===== config.mk =====
export PLATFORM = sky130hd
export DESIGN_NAME = ro_slot_deser
export DESIGN_NICKNAME = d
export VERILOG_FILES = /design/src/rtl/ro_slot_deser.sv
export SDC_FILE = /design/constraint.sdc
export NUM_CORES = 1
export LEC_CHECK = 0
export ABC_AREA = 1
export CELL_PAD_IN_SITES_DETAIL_PLACEMENT = 0
export CELL_PAD_IN_SITES_GLOBAL_PLACEMENT = 2
export CORE_MARGIN = 4
export CORE_UTILIZATION = 30
export DETAILED_ROUTE_END_ITERATION = 6
export HOLD_SLACK_MARGIN = 0.06
export PLACE_DENSITY_LB_ADDON = 0.1
export REMOVE_ABC_BUFFERS = 1
export SYNTH_ARGS = -nofsm -noshare
export SYNTH_HDL_FRONTEND = slang
export SYNTH_SLANG_ARGS = --single-unit

===== constraint.sdc =====
create_clock -name clk_ext -period 2.9 [get_ports clk_ext]
set_clock_uncertainty 0.2 [all_clocks]
set_input_delay 0.29 -clock clk_ext [delete_from_list [all_inputs] [get_ports clk_ext]]
set_output_delay 0.29 -clock clk_ext [all_outputs]
set_load 0.05 [all_outputs]

===== src/rtl/ro_slot_deser.sv =====
// ro_slot_deser: captures the shared tri-stated readout line once per enabled
// clock edge, tags each sample with the channel whose gray-counter bit toggled
// in that slot, and queues {channel, bit} in a small first-word-fall-through FIFO.
// Optional feature macro: RO_SLOT_DESER_CHMASK_EN (adds chan_mask input that
// filters channels before the FIFO; masked samples never count as overflow).
module ro_slot_deser #(
  parameter int NCH   = 16,
  parameter int CW    = 4,
  parameter int DEPTH = 4
) (
  input  logic                       clk_ext,
  input  logic                       reset,
  input  logic                       en,
`ifdef RO_SLOT_DESER_CHMASK_EN
  input  logic [NCH-1:0]             chan_mask,
`endif
  input  logic                       mux_in,
  input  logic                       rd_ready,
  output logic                       rd_valid,
  output logic [CW-1:0]              rd_chan,
  output logic                       rd_bit,
  output logic [$clog2(DEPTH):0]     fifo_level,
  output logic                       overflow
);

  localparam int AW = $clog2(DEPTH);
  localparam int LW = AW + 1;

  logic [NCH-1:0] k_q, k_d;
  logic [AW-1:0]  wr_q, wr_d;
  logic [AW-1:0]  rd_q, rd_d;
  logic [LW-1:0]  lvl_q, lvl_d;
  logic           ovf_q, ovf_d;
  logic [CW:0]    mem_q [DEPTH];
  logic [CW:0]    mem_d [DEPTH];

  logic [NCH-1:0] kp1;
  logic [CW-1:0]  slot_c;
  logic           slot_live;
  logic           full;
  logic           pop;
  logic           push_ok;
  logic [CW:0]    head;

  assign full       = (lvl_q == LW'(DEPTH));
  assign rd_valid   = (lvl_q != '0);
  assign head       = mem_q[rd_q];
  assign rd_chan    = rd_valid ? head[CW:1] : '0;
  assign rd_bit     = rd_valid ? head[0] : 1'b0;
  assign fifo_level = lvl_q;
  assign overflow   = ovf_q;

  // Slot decode (trailing-zero count of k+1) and FIFO push/pop bookkeeping.
  always_comb begin
    k_d     = k_q;
    wr_d    = wr_q;
    rd_d    = rd_q;
    lvl_d   = lvl_q;
    ovf_d   = ovf_q;
    mem_d   = mem_q;
    kp1     = k_q + 1'b1;
    slot_c  = '0;
    // Scan from the top so the lowest set bit of k+1 is the last one written.
    for (int unsigned i = 0; i < NCH; i++) begin
      if (kp1[NCH-1-i]) slot_c = CW'(NCH-1-i);
    end
`ifdef RO_SLOT_DESER_CHMASK_EN
    slot_live = en && (kp1 != '0) && chan_mask[slot_c];
`else
    slot_live = en && (kp1 != '0);
`endif
    pop     = rd_valid && rd_ready;
    push_ok = slot_live && (!full || pop);
    if (en) k_d = kp1;
    if (slot_live && full && !pop) ovf_d = 1'b1;
    if (push_ok) begin
      mem_d[wr_q] = {slot_c, mux_in};
      wr_d        = wr_q + 1'b1;
    end
    if (pop) rd_d = rd_q + 1'b1;
    lvl_d = lvl_q + LW'(push_ok) - LW'(pop);
  end

  // State registers with synchronous reset taking priority over everything.
  always_ff @(posedge clk_ext) begin
    if (reset) begin
      k_q   <= '0;
      wr_q  <= '0;
      rd_q  <= '0;
      lvl_q <= '0;
      ovf_q <= 1'b0;
      mem_q <= '{default: '0};
    end else begin
      k_q   <= k_d;
      wr_q  <= wr_d;
      rd_q  <= rd_d;
      lvl_q <= lvl_d;
      ovf_q <= ovf_d;
      mem_q <= mem_d;
    end
  end

endmodule


==> metrics.txt <==
non-filler cells, final=512; # port buffers=14; total power=2.00 mW; Unique masters post-synth=28; total congestion overflow=0; gpl congestion=0.730; worst reg2reg path depth=19; final worst path period share=98.8%; Die Ht=98.6 µm; final setup fails=0; Final WS setup=36.1 ps; Hold Path Origin=overflow; r2r setup slk=40 ps; Pre-antenna DRT Iters=4; share of layout cells above drive strength 1=24.6%; CP max-delay cell=fa_2; first-pass GRT wire length=10700 µm; CP delay by family, top=simple AND/OR/NAND/NOR gates; WHS=257 ps; # hold bufs at CTS=0; Placed Area=0.00299 mm²; Max stage delay on crit path=410 ps; mapped cell area=0.00246 mm²; clock sink total=44; reg2reg start=k_q[0]; RSZ-0062 raised after global routing=yes; CP Buf/Inv Count=5; busiest grt layer=met2; commonest cells after routing, fill and taps aside=nand2_1, inv_1, buf_4, a21oi_1, dfxtp_1; Clk pin slew, worst setup/hold paths=90 ps; final hold violation count=0; main combinational cell family by area after synthesis=simple AND/OR/NAND/NOR gates; antenna fix cells=0; WL final=6180 µm; Slew Limit Fails=0; YS warnings=0; Post-Syn Instances=348; vias in the first global route=2217; TritonCTS clock tree=built; CTS Buf Count=5; worst min-delay path class=reg2reg; final core occ=41.1%; DR WL/cell=12.1 µm; met2 Use GR=20.3%; H-tree depth=2; Synth Area in XOR/XNOR=3.15%; Vias per Instance=4.42; Hold Crit Endpoint=overflow; crit end category=flip-flop; post-detailed-placement half-perimeter wirelength=4550 µm; adder-cell area share of the yosys netlist=4.37%; later-pin clock latency in the skew report=300 ps; met3 usage=2.83%; CP startpoint kind=flip-flop; clk buf depth=2; leading cell type in the layout, fill and taps excluded=nand2_1; RR Endpoint=fifo_level[1]; Setup WS pre-CTS=-108 ps; Total Nets Final=422; DR DRC count=0; Worst Path Required=2890 ps; die width=98.6 µm; outcome=complete, no violations; worst-path fanout max=4; hold path cells=2; Mean Syn Cell Area=7.07 µm²; pwr dens=620 mW/mm²; Yosys reg bits=44; Via Count=2263; worst vdd ir=0.666 mV; core area=0.00785 mm²; Top Ports=15; min cycle time layout=2860 ps; Setup CP Type=reg2reg; antenna violations before repair=0; simple-gate portion of the synthesized area=25.2%; full die area=0.00971 mm²; cell area after layout=0.00323 mm²; Placed Instances=496; compound-cell area share of the yosys netlist=20.4%; leakage=1.44 nW; mux contribution to synthesized area=0%; register area share after synthesis=35.8%; Starting DRT DRC Count=71; area growth from synthesis to layout=31.1%; largest net degree at the start of global routing=33; CP Cell Sequence=buf_4 > inv_2 > nor2_4 > nand2_4 > nor2_4 > nand3_2 > xor2_2 > nand2_1 > inv_2 > nand2_2 > nor2_4 > nand4_4 > nand3_4 > ha_4 > inv_2 > ha_4 > fa_2 > inv_1 > nor2_1; Layout fillers=872; M1 GR Usage=19.8%; fmax=0.349 GHz; Tot GR Track Use=13.5%; CP arrival=2850 ps; Max Cap Viol=0; slew at the pin closest to its max-slew limit=497 ps; TNS Setup=0 ps; row cnt=32; starting density of the core=31.3%; Max-slew headroom=66.8%; post-route ant nets=0; Root Driver=clkbuf_8
tightest hold or removal path, cell delays in order, from the launching register on:
cell and delay, ps:
dfxtp_1 320, inv_1 40, a21oi_1 50
logic make-up (layout without fill, tap and decap cells):
group | Yosys count | count (layout)
simple gates | 120 | 120
compound gates | 97 | 97
buf+inv | 71 | 133
flops | 44 | 44
fa+ha+maj | 8 | 8
xor+xnor | 8 | 8
where the power goes:
part           internal, mW  switching, mW
Combinational         0.302          0.549
Sequential            0.673         0.0588
Clock                 0.171          0.244
Total                  1.15          0.852
worst max-delay path by stage:
stage,from,to,slack (ps),depth (start not counted)
after global placement,k_q[0],fifo_level[1],-60,17
final,k_q[0],fifo_level[1],40,19
after detailed placement,k_q[0],fifo_level[1],-110,17
after CTS,k_q[1],fifo_level[1],-10,19
after floorplan,k_q[0],fifo_level[1],-110,17
after global routing,k_q[0],fifo_level[2],-150,20
sequential cells by signal, indices dropped and copies added (netlist names):
signal,count
mem_q,20
fifo_level,3
k_q,16
rd_q,2
wr_q,2
overflow,1
cells in the mapped netlist:
library cell / number / area (µm²)
nand2_4: 2 / 22.5
inv_2: 2 / 7.51
clkinv_1: 1 / 3.75
and2_4: 1 / 8.76
nand4_1: 2 / 12.5
ha_1: 7 / 87.6
xor2_2: 1 / 16.3
o211ai_1: 5 / 37.5
clkbuf_1: 8 / 30.0
nand3_4: 1 / 17.5
fa_1: 1 / 20.0
nand4_4: 2 / 42.5
nor2_4: 7 / 78.8
o21ai_2: 1 / 8.76
a21oi_1: 47 / 235
xor2_1: 7 / 61.3
inv_4: 2 / 12.5
o21ai_1: 6 / 30.0
dfxtp_1: 44 / 881
nand2_2: 4 / 25.0
nor2_2: 3 / 18.8
nor2_1: 29 / 109
inv_1: 58 / 218
o21ai_0: 38 / 190
nand2_1: 56 / 210
nor3_1: 3 / 15.0
nand3_2: 2 / 20.0
nand3_1: 8 / 40.0
timing repair:
action                                 in CTS  in global routing
pin swaps                                   9                  7
endpoints found under the hold margin       0                  0
setup buffers                               8                  0
setup endpoints to repair                   2                  4
gates resized for setup                    16                  7
routing by layer:
| metal | wire length (µm) | part of all wire (%) |
|---|---|---|
| met1 | 3310 | 54 |
| met3 | 162 | 2.6 |
| met2 | 2650 | 43 |
| met5 | 0 | 0 |
| met4 | 58 | 0.94 |
cell type report:
| cell class | count | area (µm²) | area share (%) |
|---|---|---|---|
| well taps | 102 | 128 | 3.96 |
| clock buffers | 5 | 68.8 | 2.13 |
| inverters | 63 | 241 | 7.49 |
| multi-input cells | 233 | 1380 | 42.7 |
| flip-flops and latches | 44 | 890 | 27.6 |
| repair buffers | 62 | 497 | 15.4 |
| clock inverters | 3 | 23.8 | 0.737 |
No activity file was read; power rests on OpenSTA's default activity.
